`src/rtl/alu_seq_pkg.sv`:
```
// Shared opcode/state types and auto-sequencer constants for the handshaked
// sequential ALU.
package alu_seq_pkg;

  typedef enum logic [2:0] {
    OP_ADD = 3'd0,
    OP_INC = 3'd1,
    OP_SUB = 3'd2,
    OP_DEC = 3'd3,
    OP_MUL = 3'd4,
    OP_SHR = 3'd5,
    OP_SHL = 3'd6,
    OP_RSV = 3'd7
  } op_e;

  typedef enum logic [1:0] {
    S_IDLE = 2'd0,
    S_EXEC = 2'd1,
    S_MUL  = 2'd2,
    S_DONE = 2'd3
  } state_e;

  localparam logic [2:0] OP_CNT_WRAP = 3'd6;

  // Auto-sequence skips the reserved opcode by wrapping after SHL.
  function automatic logic [2:0] next_op_cnt(input logic [2:0] cnt);
    return (cnt == OP_CNT_WRAP) ? 3'd0 : cnt + 3'd1;
  endfunction

endpackage

```
`src/rtl/alu_seq_mul.sv`:
```
// Iterative shift-add unsigned multiplier: one multiplier bit per cycle,
// LSB first; done pulses the cycle after the final iteration.
module alu_seq_mul
  import alu_seq_pkg::*;
#(
  parameter int MUL_W = 16
) (
  input  logic                 clk,
  input  logic                 rst,
  input  logic                 start,
  input  logic [MUL_W-1:0]     a,
  input  logic [MUL_W-1:0]     b,
  output logic                 busy,
  output logic                 done,
  output logic [2*MUL_W-1:0]   product
);

  localparam int CW = $clog2(MUL_W + 1);

  logic [2*MUL_W-1:0] mcand_q;
  logic [2*MUL_W-1:0] acc_q;
  logic [MUL_W-1:0]   mplier_q;
  logic [CW-1:0]      cnt_q;
  logic               busy_q;
  logic               done_q;

  always_ff @(posedge clk or posedge rst) begin
    if (rst) begin
      mcand_q  <= '0;
      acc_q    <= '0;
      mplier_q <= '0;
      cnt_q    <= '0;
      busy_q   <= 1'b0;
      done_q   <= 1'b0;
    end else begin
      done_q <= 1'b0;
      if (start) begin
        mcand_q  <= {{MUL_W{1'b0}}, a};
        mplier_q <= b;
        acc_q    <= '0;
        cnt_q    <= CW'(MUL_W);
        busy_q   <= 1'b1;
      end else if (busy_q) begin
        if (mplier_q[0]) begin
          acc_q <= acc_q + mcand_q;
        end
        mcand_q  <= mcand_q << 1;
        mplier_q <= mplier_q >> 1;
        cnt_q    <= cnt_q - CW'(1);
        if (cnt_q == CW'(1)) begin
          busy_q <= 1'b0;
          done_q <= 1'b1;
        end
      end
    end
  end

  assign busy    = busy_q;
  assign done    = done_q;
  assign product = acc_q;

endmodule

```
`src/rtl/alu_seq.sv`:
```
// Handshaked sequential ALU: one operation in flight, explicit or
// auto-sequenced opcode, iterative multiply, registered result and flags.
module alu_seq
  import alu_seq_pkg::*;
#(
  parameter int WIDTH = 32,
  parameter int MUL_W = WIDTH / 2,
  parameter int SH_W  = $clog2(WIDTH)
) (
  input  logic             clk,
  input  logic             rst,
  input  logic             in_valid,
  output logic             in_ready,
  input  logic [WIDTH-1:0] a,
  input  logic [WIDTH-1:0] b,
  input  logic [2:0]       op,
  input  logic             auto_mode,
  output logic             out_valid,
  input  logic             out_ready,
  output logic [WIDTH-1:0] r,
  output logic [2:0]       op_out,
  output logic             flag_z,
  output logic             flag_c,
  output logic             flag_v,
  output logic             err
);

  localparam logic [WIDTH-1:0] WIDTH_V = WIDTH'(WIDTH);
  localparam logic [WIDTH-1:0] ONE_V   = WIDTH'(1);

  state_e           state_q;
  op_e              opc_q;
  op_e              op_out_q;
  logic [WIDTH-1:0] a_q, b_q, r_q;
  logic [2:0]       cnt_q;
  logic             in_ready_q, out_valid_q;
  logic             z_q, c_q, v_q, err_q;

  op_e              eff_op;
  logic             mul_start, mul_busy, mul_done;
  logic [WIDTH-1:0] mul_prod;

  logic [WIDTH-1:0] alu_res, opnd;
  logic [WIDTH:0]   sum_w;
  logic             alu_c, alu_v, alu_err;

  assign eff_op    = op_e'(auto_mode ? cnt_q : op);
  // Multiplier starts on the accept edge itself so its last iteration lines
  // up with a MUL_W+1 cycle accept-to-valid latency.
  assign mul_start = (state_q == S_IDLE) && in_valid && (eff_op == OP_MUL);

  alu_seq_mul #(.MUL_W(MUL_W)) u_mul (
    .clk     (clk),
    .rst     (rst),
    .start   (mul_start),
    .a       (a[MUL_W-1:0]),
    .b       (b[MUL_W-1:0]),
    .busy    (mul_busy),
    .done    (mul_done),
    .product (mul_prod)
  );

  always_comb begin
    alu_res = '0;
    alu_c   = 1'b0;
    alu_v   = 1'b0;
    alu_err = 1'b0;
    sum_w   = '0;
    opnd    = ((opc_q == OP_INC) || (opc_q == OP_DEC)) ? ONE_V : b_q;
    case (opc_q)
      OP_ADD, OP_INC: begin
        sum_w   = {1'b0, a_q} + {1'b0, opnd};
        alu_res = sum_w[WIDTH-1:0];
        alu_c   = sum_w[WIDTH];
        alu_v   = (a_q[WIDTH-1] == opnd[WIDTH-1]) && (alu_res[WIDTH-1] != a_q[WIDTH-1]);
      end
      OP_SUB, OP_DEC: begin
        alu_res = a_q - opnd;
        alu_c   = a_q < opnd;
        alu_v   = (a_q[WIDTH-1] != opnd[WIDTH-1]) && (alu_res[WIDTH-1] != a_q[WIDTH-1]);
      end
      OP_SHR:  alu_res = (b_q >= WIDTH_V) ? '0 : a_q >> b_q[SH_W-1:0];
      OP_SHL:  alu_res = (b_q >= WIDTH_V) ? '0 : a_q << b_q[SH_W-1:0];
      OP_RSV:  alu_err = 1'b1;
      default: alu_res = '0;
    endcase
  end

  always_ff @(posedge clk or posedge rst) begin
    if (rst) begin
      state_q     <= S_IDLE;
      opc_q       <= OP_ADD;
      op_out_q    <= OP_ADD;
      a_q         <= '0;
      b_q         <= '0;
      r_q         <= '0;
      cnt_q       <= '0;
      in_ready_q  <= 1'b1;
      out_valid_q <= 1'b0;
      z_q         <= 1'b0;
      c_q         <= 1'b0;
      v_q         <= 1'b0;
      err_q       <= 1'b0;
    end else begin
      case (state_q)
        S_IDLE: begin
          if (in_valid) begin
            a_q        <= a;
            b_q        <= b;
            opc_q      <= eff_op;
            in_ready_q <= 1'b0;
            if (auto_mode) begin
              cnt_q <= next_op_cnt(cnt_q);
            end
            state_q <= (eff_op == OP_MUL) ? S_MUL : S_EXEC;
          end
        end
        S_EXEC: begin
          r_q         <= alu_res;
          z_q         <= (alu_res == '0);
          c_q         <= alu_c;
          v_q         <= alu_v;
          err_q       <= alu_err;
          op_out_q    <= opc_q;
          out_valid_q <= 1'b1;
          state_q     <= S_DONE;
        end
        S_MUL: begin
          if (mul_done && !mul_busy) begin
            r_q         <= mul_prod;
            z_q         <= (mul_prod == '0);
            c_q         <= 1'b0;
            v_q         <= 1'b0;
            err_q       <= 1'b0;
            op_out_q    <= OP_MUL;
            out_valid_q <= 1'b1;
            state_q     <= S_DONE;
          end
        end
        S_DONE: begin
          if (out_ready) begin
            out_valid_q <= 1'b0;
            in_ready_q  <= 1'b1;
            state_q     <= S_IDLE;
          end
        end
        default: state_q <= S_IDLE;
      endcase
    end
  end

  assign in_ready  = in_ready_q;
  assign out_valid = out_valid_q;
  assign r         = r_q;
  assign op_out    = op_out_q;
  assign flag_z    = z_q;
  assign flag_c    = c_q;
  assign flag_v    = v_q;
  assign err       = err_q;

endmodule

```
`config.mk`:
```
export PLATFORM = sky130hd
export DESIGN_NAME = alu_seq
export DESIGN_NICKNAME = d
export VERILOG_FILES = /design/src/rtl/alu_seq_pkg.sv /design/src/rtl/alu_seq_mul.sv /design/src/rtl/alu_seq.sv
export SDC_FILE = /design/constraint.sdc
export NUM_CORES = 1
export LEC_CHECK = 0
export ABC_AREA = 0
export CAP_MARGIN = 20
export CORE_MARGIN = 2
export CORE_UTILIZATION = 52
export CTS_CLUSTER_DIAMETER = 60
export CTS_CLUSTER_SIZE = 28
export DETAILED_ROUTE_END_ITERATION = 8
export HOLD_SLACK_MARGIN = 0.03
export PLACE_DENSITY_LB_ADDON = 0.12
export SETUP_SLACK_MARGIN = 0.02
export SLEW_MARGIN = 20
export SYNTH_ARGS = -nofsm -noshare
export SYNTH_HDL_FRONTEND = slang
export SYNTH_SLANG_ARGS = --single-unit
```
`constraint.sdc`:
```
create_clock -name clk -period 18.71 [get_ports clk]
set_input_delay 5.613 -clock clk [delete_from_list [all_inputs] [get_ports clk]]
set_output_delay 5.613 -clock clk [all_outputs]
set_load 0.1 [all_outputs]
```
======== After elaboration in Yosys (flattened, before gate mapping) ========
Cells that the tools add are included.
word-level totals
  bits in registers ....................... 200
  input port bits ......................... 72
  logic and storage cells ................. 117
operators by class
  $add $sub $neg .......................... 5
  order comparisons ....................... 2
  equality and inequality tests ........... 19
  shift-type cells ........................ 2
  mux-type cells .......................... 45
  reductions and logical operators ........ 25
operators with widths
  operator               number
  $mux W32               9
  $pmux W32 S4           1
  $logic_not A32 Y1      2
  $pmux W32 S2           1
  $add A32 B32 Y33       1
  $add A32 B32 Y32       1
  $ge A32 B6 Y1 const B  1
  $lt A32 B32 Y1         1
  $mux W16               2
  $shl A32 B5 Y32        1
  $shr A32 B5 Y32        1
  $sub A32 B32 Y32       1
  $eq A3 B3 Y1 const B   5
  $pmux W1 S2            7
  $mux W1                13
  $reduce_and A3 Y1      4
  $mux W5                2
  $mux W3                3
  $mux W2                4
  $pmux W2 S4            1
  $reduce_bool A2 Y1     4
  $eq A3 B2 Y1 const B   2
  $ne A2 B2 Y1 const B   3
  $pmux W3 S2            1
  17 further kinds       27

======== Logic depth before layout (Yosys ltp) ========
Gate-level depths: netlist (run 1).
  depth in word-level cells ............... 8
  depth in mapped cells ................... 20

======== Hierarchy ========
A second synthesis (run 1) with hierarchy kept.
unflattened totals
  cell total of the unflattened synthesis .. 2189
  area total of the unflattened synthesis .. 18477.7 sq um
by module, submodules not included
  module       times used  cells each  area an instance (sq um)  sequential area each (sq um)
  alu_seq      1           1598        13038.8                   2829.0
  alu_seq_mul  1           591         5439.0                    2177.1

======== Worst setup path before layout (run 1) ========
Ideal clock, no wire load.
  kind .................................... input port to flip-flop
  start point ............................. input port auto_mode
  end point ............................... register u_mul.mplier_q[0]
  setup time .............................. 0.083 ns
  arrival time ............................ 7.031 ns
  data required time ...................... 18.627 ns
  slack ................................... 11.597 ns
  cell stages on the path ................. 7
  path buffers ............................ 3
  cell sequence ........................... clkbuf_1 -> mux2i_1 -> nor3_1 -> clkbuf_1 -> clkbuf_1 -> nand2_1 -> o21ai_0
between the ends
  word-level cells in the longest chain between the ends .. 4
  elaborated cells on any way between the ends .. 5
  those cells by class .................... eq/ne (1); mux (2); reduce/logical (2)
RTL lines
  what                                            line               text
  from (decl)                                     alu_seq.sv:17      input logic auto_mode,
  $mux W3 *                                       alu_seq.sv:47      assign eff_op = op_e'(auto_mode ? cnt_q : op);
  $eq A3 B3 Y1 *                                  alu_seq.sv:50      assign mul_start = (state_q == S_IDLE) && in_valid && (eff_op == OP_MUL);
  $logic_and A1 B1 Y1 *                           alu_seq.sv:50
  $mux W16 or $reduce_bool A2 Y1 (tied branches)  n/a
  to (signal assigned)                            alu_seq_mul.sv:48  mplier_q <= mplier_q >> 1;
  to (decl)                                       alu_seq_mul.sv:22  logic [MUL_W-1:0] mplier_q;
Mark *: on every way between the ends. The rest lies on a longest branch, timed or not.
A chain may end at the register's enable or synchronous reset.

======== Worst setup path after layout (run 1) ========
  start point ............................. input port in_valid
  end point ............................... register u_mul.mcand_q[1]
between the ends
  word-level cells in the longest chain between the ends .. 3
  elaborated cells on any way between the ends .. 4
  those cells by class .................... mux (1); reduce/logical (3)
RTL lines
  what                                            line               text
  from (decl)                                     alu_seq.sv:12      input logic in_valid,
  $logic_and A1 B1 Y1 * (2 in a row)              alu_seq.sv:50
  $mux W32 or $reduce_bool A2 Y1 (tied branches)  n/a
  to (signal assigned)                            alu_seq_mul.sv:38  mcand_q <= {{MUL_W{1'b0}}, a};
  to (signal assigned)                            alu_seq_mul.sv:47  mcand_q <= mcand_q << 1;
  to (decl)                                       alu_seq_mul.sv:20  logic [2*MUL_W-1:0] mcand_q;
Marked as above.

==> flow_summary.yaml, run 1 <==
timing:
  fin_tns_setup_ns: 0
  finalCriticalPeriod_ns: 7.811
  period_share: 0.4175
  rsz0062_at_grt: "false"
  worst_pin_slew_ns: 1.127
  fmax_mhz: 128.0
  slew_headroom: 0.2471
  drv_slew: 0
  holdWs_ns: 0.4831
  finalSetupViolations: 0
  final_hold_viol_count: 0
  clock_skew_ns: 0.01809
hold_path:
  hp-class: "reg2reg"
  min_path_cells: 2
  min_to: "r[6]$_DFFE_PP0P_"
  hold_start: "r[6]$_DFFE_PP0P_"
global_routing:
  grt_max_degree: 134
  overflow: 0
  grt_pass1_wl_um: 92560
  grt_antenna_before_repair: 0
  grt_usage: 0.3338
  grt_pass1_vias: 15460
worst_setup_path:
  critical_path_class: "in2reg"
  cp.required_ns: 19.02
  reg2reg_slack_ns: 11.97
  cp_max_fo: 82
  endpoint_kind: "flop"
  r2r-start: "opc_q[2]$_DFFE_PP0P_"
  reg2reg_depth: 16
  rr_endpoint: "flag_z$_DFFE_PP0P_"
  start_kind: "input pin"
  cp.arrival_ns: 8.12
yosys:
  synth_cell_types: 93
  avgSynthCellArea_um2: 8.801
  synth_warnings: 0
  synth-edff-count: 0
  yosysSeqAreaShare: 0.2769
  syn_area_mm2: 0.01808
  ys.flop_type: "dfrtp_1"
  synthesis.nets: 2240
  synth-async-reset-ratio: 1.000
  syn_inst: 2054
  ys_ff_latch: 200
clock_network:
  clock_sinks: 200
  cts_buffers: 17
  cts_tree: "yes"
  postCtsSetupRepairBufs: 0
  clk_latency_ns: 0.47
  cts_resized: 0
  cts-htree-levels: 4
  clk_path_buf_depth: 2
  root_buffer: "clkbuf_16"
  clkSlewWorstSetupHoldPaths_ns: 0.07
  cts_hold_buf: 0
place:
  io_buffers: 112
  gp_congestion: 0.9445
  dp_hpwl_um: 45260
floorplan:
  rows: 68
  dieArea_mm2: 0.03627
  core-area_mm2: 0.03437
  die_x_um: 190.5
  start_util: 0.5259
  die_h_um: 190.5
  ios: 113
detailed_routing:
  drt_iter0_markers: 1668
  ant_nets: 0
  via_per_inst: 6.448
  vias: 16290
  dr.pass1.iters: 6
  drcViolationCount: 0
  routed_wl_um: 60250
  routedWlPerCell_um: 23.85
outcome:
  status: "complete, no violations"
run:
  maxCapViolCount: 0
layout:
  layout-drive-gt1-share: 0.1178
  fillers: 3129
  nets: 2245
  area_growth_pct: 10.02
  antennaDiodeCount: 0
==> layout by cell type, fill, tap and decap left out, drive strengths merged, types with 23 or more instances in the layout <==
cell type	synthesis	routed
mux2i	120	120
o31ai	23	23
ha	111	111
nor2	146	146
o21ai	152	152
a21o	32	32
buf	53	24
nand2	252	252
mux4	59	59
xnor2	40	40
inv	93	97
clkdlybuf4s50	0	112
nor3	38	38
dfrtp	199	199
a21oi	159	159
nand3	37	37
a211oi	23	23
mux2	95	95
==> cells in the mapped netlist, types with 7 or more instances <==
library cell	number	area, um^2
nand3_1	37	185.2
a2111oi_0	8	70.07
xnor2_1	40	350.3
nand2b_1	21	131.4
nand3b_1	8	60.06
nor3_1	37	185.2
a221oi_1	19	166.4
a221o_1	16	160.2
clkbuf_1	97	364.1
nor2b_1	10	62.56
a211oi_1	22	165.2
buf_1	20	75.07
a31oi_1	8	50.05
a22oi_1	7	52.55
a21oi_1	159	795.8
nor2_1	146	548.0
mux2_2	95	1070
mux4_2	50	1126
xor2_1	12	105.1
o221ai_1	7	61.31
nand4_1	13	81.33
o21bai_1	17	127.6
mux4_1	9	236.5
ha_1	111	1389
buf_2	21	105.1
buf_6	7	78.83
or3_1	7	43.79
nor4_1	18	112.6
a21o_1	32	240.2
o211ai_1	22	165.2
o21ai_0	150	750.7
nand2_1	252	945.9
and3_1	9	56.30
inv_1	90	337.8
and2_1	10	62.56
mux2i_1	120	1201
o31ai_1	21	157.7
dfrtp_1	199	4980
==> worst max-delay path, stage by stage <==
cell	delay, ns
clkdlybuf4s50_1	0.64
nand2_4	0.53
nor3_2	0.40
buf_4	0.66
o21ai_0	0.19
==> metrics by stage <==
step | cell area (um^2) | utilization | cells | setup slack, ns
2_1_floorplan | 18080 | - | 2054 | 7.645
3_3_place_gp | 19300 | 0.5616 | 2495 | 10.46
3_5_place_dp | 19300 | 0.5616 | 2495 | 10.38
4_1_cts | 19890 | 0.5786 | 2526 | 10.87
5_1_grt | 19890 | 0.5786 | 2526 | 10.61
6_report | 19890 | 0.5786 | 2526 | 10.90
==> state kept, by name (all words and copies together) (netlist names), 2 cells and up <==
register	flops
u_mul.cnt_q	5
r	32
a_q	32
b_q	32
u_mul.product	32
cnt_q	3
state_q	2
opc_q	3
u_mul.mcand_q	32
op_out	3
u_mul.mplier_q	16
==> logic make-up after synthesis <==
| logic type | Yosys count | synth area share |
|---|---|---|
| and+or+nand+nor | 595 | 0.1497 |
| AOI/OAI and AO/OA | 574 | 0.2101 |
| muxes | 274 | 0.2010 |
| buffers and inverters | 245 | 0.05696 |
| DFF | 200 | 0.2769 |
| adders and majority gates | 114 | 0.08015 |
| xor gates and xnor gates | 52 | 0.02519 |
==> per-layer routing <==
metal	track usage	up-vias	part of all wire
li1	-	7552	-
met1	0.4537	8026	0.43
met2	0.5477	607	0.47
met3	0.03570	102	0.059
met4	0.1297	0	0.035
met5	0	-	0
==> how the worst max path moves through the flow <==
| stage | start | to | slack, ns |
|---|---|---|---|
| floorplan | rst | a_q[0]$_DFFE_PP0P_ | 7.64 |
| global placement | in_valid | u_mul.mcand_q[15]$_DFFE_PP0P_ | 10.46 |
| detailed placement | in_valid | u_mul.mcand_q[4]$_DFFE_PP0P_ | 10.38 |
| CTS | in_valid | u_mul.mcand_q[4]$_DFFE_PP0P_ | 10.87 |
| global route | in_valid | u_mul.mcand_q[4]$_DFFE_PP0P_ | 10.61 |
| finish | in_valid | u_mul.mcand_q[1]$_DFFE_PP0P_ | 10.90 |
==> final cells by class <==
class / instances / area, um^2 / area share
clock buffer: 19 / 442.9 / 0.02227
multi-input combinational: 1609 / 12060 / 0.6062
clock inverter: 12 / 140.1 / 0.007046
timing repair buffer: 136 / 1301 / 0.06543
inverter: 95 / 364.1 / 0.01831
sequential: 200 / 5014 / 0.2521
tap: 455 / 569.3 / 0.02863
Power of run 1 is left out: the tool's default activity adds up to more than one toggle a clock period on the data nets, which glitch-free logic cannot reach.
==> run 2, diff against run 1 <==
==> constraint.sdc (replaced) <==
create_clock -name clk -period 7.55 [get_ports clk]
set_input_delay 2.265 -clock clk [delete_from_list [all_inputs] [get_ports clk]]
set_output_delay 2.265 -clock clk [all_outputs]
set_load 0.1 [all_outputs]
==> flow_summary.yaml, run 2 (synthesis gave the netlist of run 1 again) <==
outcome:
  status: "complete, no violations"
layout:
  utilization: 0.5814
  area_growth_pct: 10.55
  antennaDiodeCount: 0
  final_common_cell: "nand2_1"
  layout-drive-gt1-share: 0.1187
  final_cell_mix: "251 x nand2_1, 195 x dfrtp_1, 159 x a21oi_1, 150 x o21ai_0, 146 x nor2_1"
  nets: 2245
  fillers: 3098
clock_network:
  root_buffer: "clkbuf_16"
  clkSlewWorstSetupHoldPaths_ns: 0.09
  clock_sinks: 200
  clk_path_buf_depth: 2
  cts_buffers: 17
  postCtsSetupRepairBufs: 0
  cts_tree: "yes"
  cts_hold_buf: 0
  cts_resized: 0
  clk_latency_ns: 0.47
  cts-htree-levels: 4
floorplan:
  die_x_um: 190.5
  start_util: 0.5259
  die_h_um: 190.5
  core-area_mm2: 0.03437
  rows: 68
  dieArea_mm2: 0.03627
  ios: 113
detailed_routing:
  vias: 16480
  drcViolationCount: 0
  drt_iter0_markers: 1641
  ant_nets: 0
  routed_wl_um: 61870
  via_per_inst: 6.522
  dr.pass1.iters: 6
  routedWlPerCell_um: 24.48
timing:
  worst_pin_slew_ns: 1.028
  finalCriticalPeriod_ns: 5.249
  drv_slew: 0
  clock_skew_ns: 0.01305
  fin_tns_setup_ns: 0
  slew_headroom: 0.3150
  rsz0062_at_grt: "false"
  finalSetupViolations: 0
  fmax_mhz: 190.5
  final_hold_viol_count: 0
  period_share: 0.6953
worst_setup_path:
  reg2reg_depth: 16
  critPathSlowestCell: "a2111oi_1"
  path_cells: "clkinv_1 -> buf_4 -> nand2_1 -> nand2_1 -> ha_1 -> and4_1 -> nand3_1 -> a2111oi_1 -> o211ai_1 -> o211a_1 -> o31ai_1 -> a311o_1 -> o221ai_1 -> mux2i_1 -> a31oi_1 -> mux2_2"
  critPathTopFamily: "compound AO/OA/AOI/OAI gates"
  r2r-start: "opc_q[2]$_DFFE_PP0P_"
  rr_endpoint: "r[29]$_DFFE_PP0P_"
  cp_max_fo: 18
  cpMostUsedCell: "nand2_1"
  critical_path_class: "reg2reg"
  critical_path_buf_inv_count: 2
  cp.arrival_ns: 5.60
  cp.required_ns: 7.90
  reg2reg_slack_ns: 2.30
  start_kind: "flop"
  critPathMaxStageDelay_ns: 0.83
  endpoint_kind: "flop"
place:
  io_buffers: 112
  gp_congestion: 0.9893
  dp_hpwl_um: 46290
global_routing:
  overflow: 0
  grt_pass1_vias: 15870
  grt_usage: 0.3475
  grt_max_degree: 148
  grt_pass1_wl_um: 96270
  grt_antenna_before_repair: 0
hold_path:
  hold_start: "r[4]$_DFFE_PP0P_"
  hp-class: "reg2reg"
  min_path_cells: 2
  min_to: "r[4]$_DFFE_PP0P_"
run:
  maxCapViolCount: 0
-- run 2: layout make-up --
type                            count  area [um^2]  area share
Sequential cell                   200         5014      0.2509
Clock inverter                     15        246.5     0.01233
Clock buffer                       17        425.4     0.02129
Inverter                           95        360.3     0.01803
Multi-Input combinational cell   1609        12060      0.6033
Timing Repair Buffer              136         1314     0.06574
Tap cell                          455        569.3     0.02849
-- run 2: how the worst max path moves through the flow --
stage                               from  cells after the start                            end
global placement                in_valid                      5  u_mul.mcand_q[14]$_DFFE_PP0P_
global route        opc_q[2]$_DFFE_PP0P_                     17             flag_z$_DFFE_PP0P_
finish              opc_q[2]$_DFFE_PP0P_                     16              r[29]$_DFFE_PP0P_
CTS                 opc_q[2]$_DFFE_PP0P_                     17             flag_z$_DFFE_PP0P_
detailed placement              in_valid                      5  u_mul.mplier_q[3]$_DFFE_PP0P_
floorplan                            rst                      1             a_q[0]$_DFFE_PP0P_
-- run 2: layer usage --
metal  GRT usage  vias up  share of wire
li1            -     7550              -
met1      0.4736     8111           0.42
met2      0.5669      721           0.47
met5           0        -              0
met3     0.04619       98          0.070
met4      0.1246        0          0.035
-- run 2: stage by stage --
stage | cells | instance area, um^2 | hold slack, ns | worst slack, ns
detailed placement | 2495 | 19310 | 0.4787 | 2.377
global route | 2527 | 19990 | 0.5156 | 1.848
finish | 2527 | 19990 | 0.4911 | 2.301
CTS | 2527 | 19990 | 0.4955 | 2.401
floorplan | 2054 | 18080 | 0.4663 | 2.697
global placement | 2495 | 19310 | 0.4674 | 2.485
-- run 2: worst reg2reg max path: cells and delay by family, from the launching register on --
family          cells  cell delay, ns
compound gates      7            2.23
fa+ha+maj           1            0.59
buf+inv             2            0.27
flops               1            0.37
simple gates        4            1.14
mux                 2            0.52
Power of run 2 is left out for the same reason.
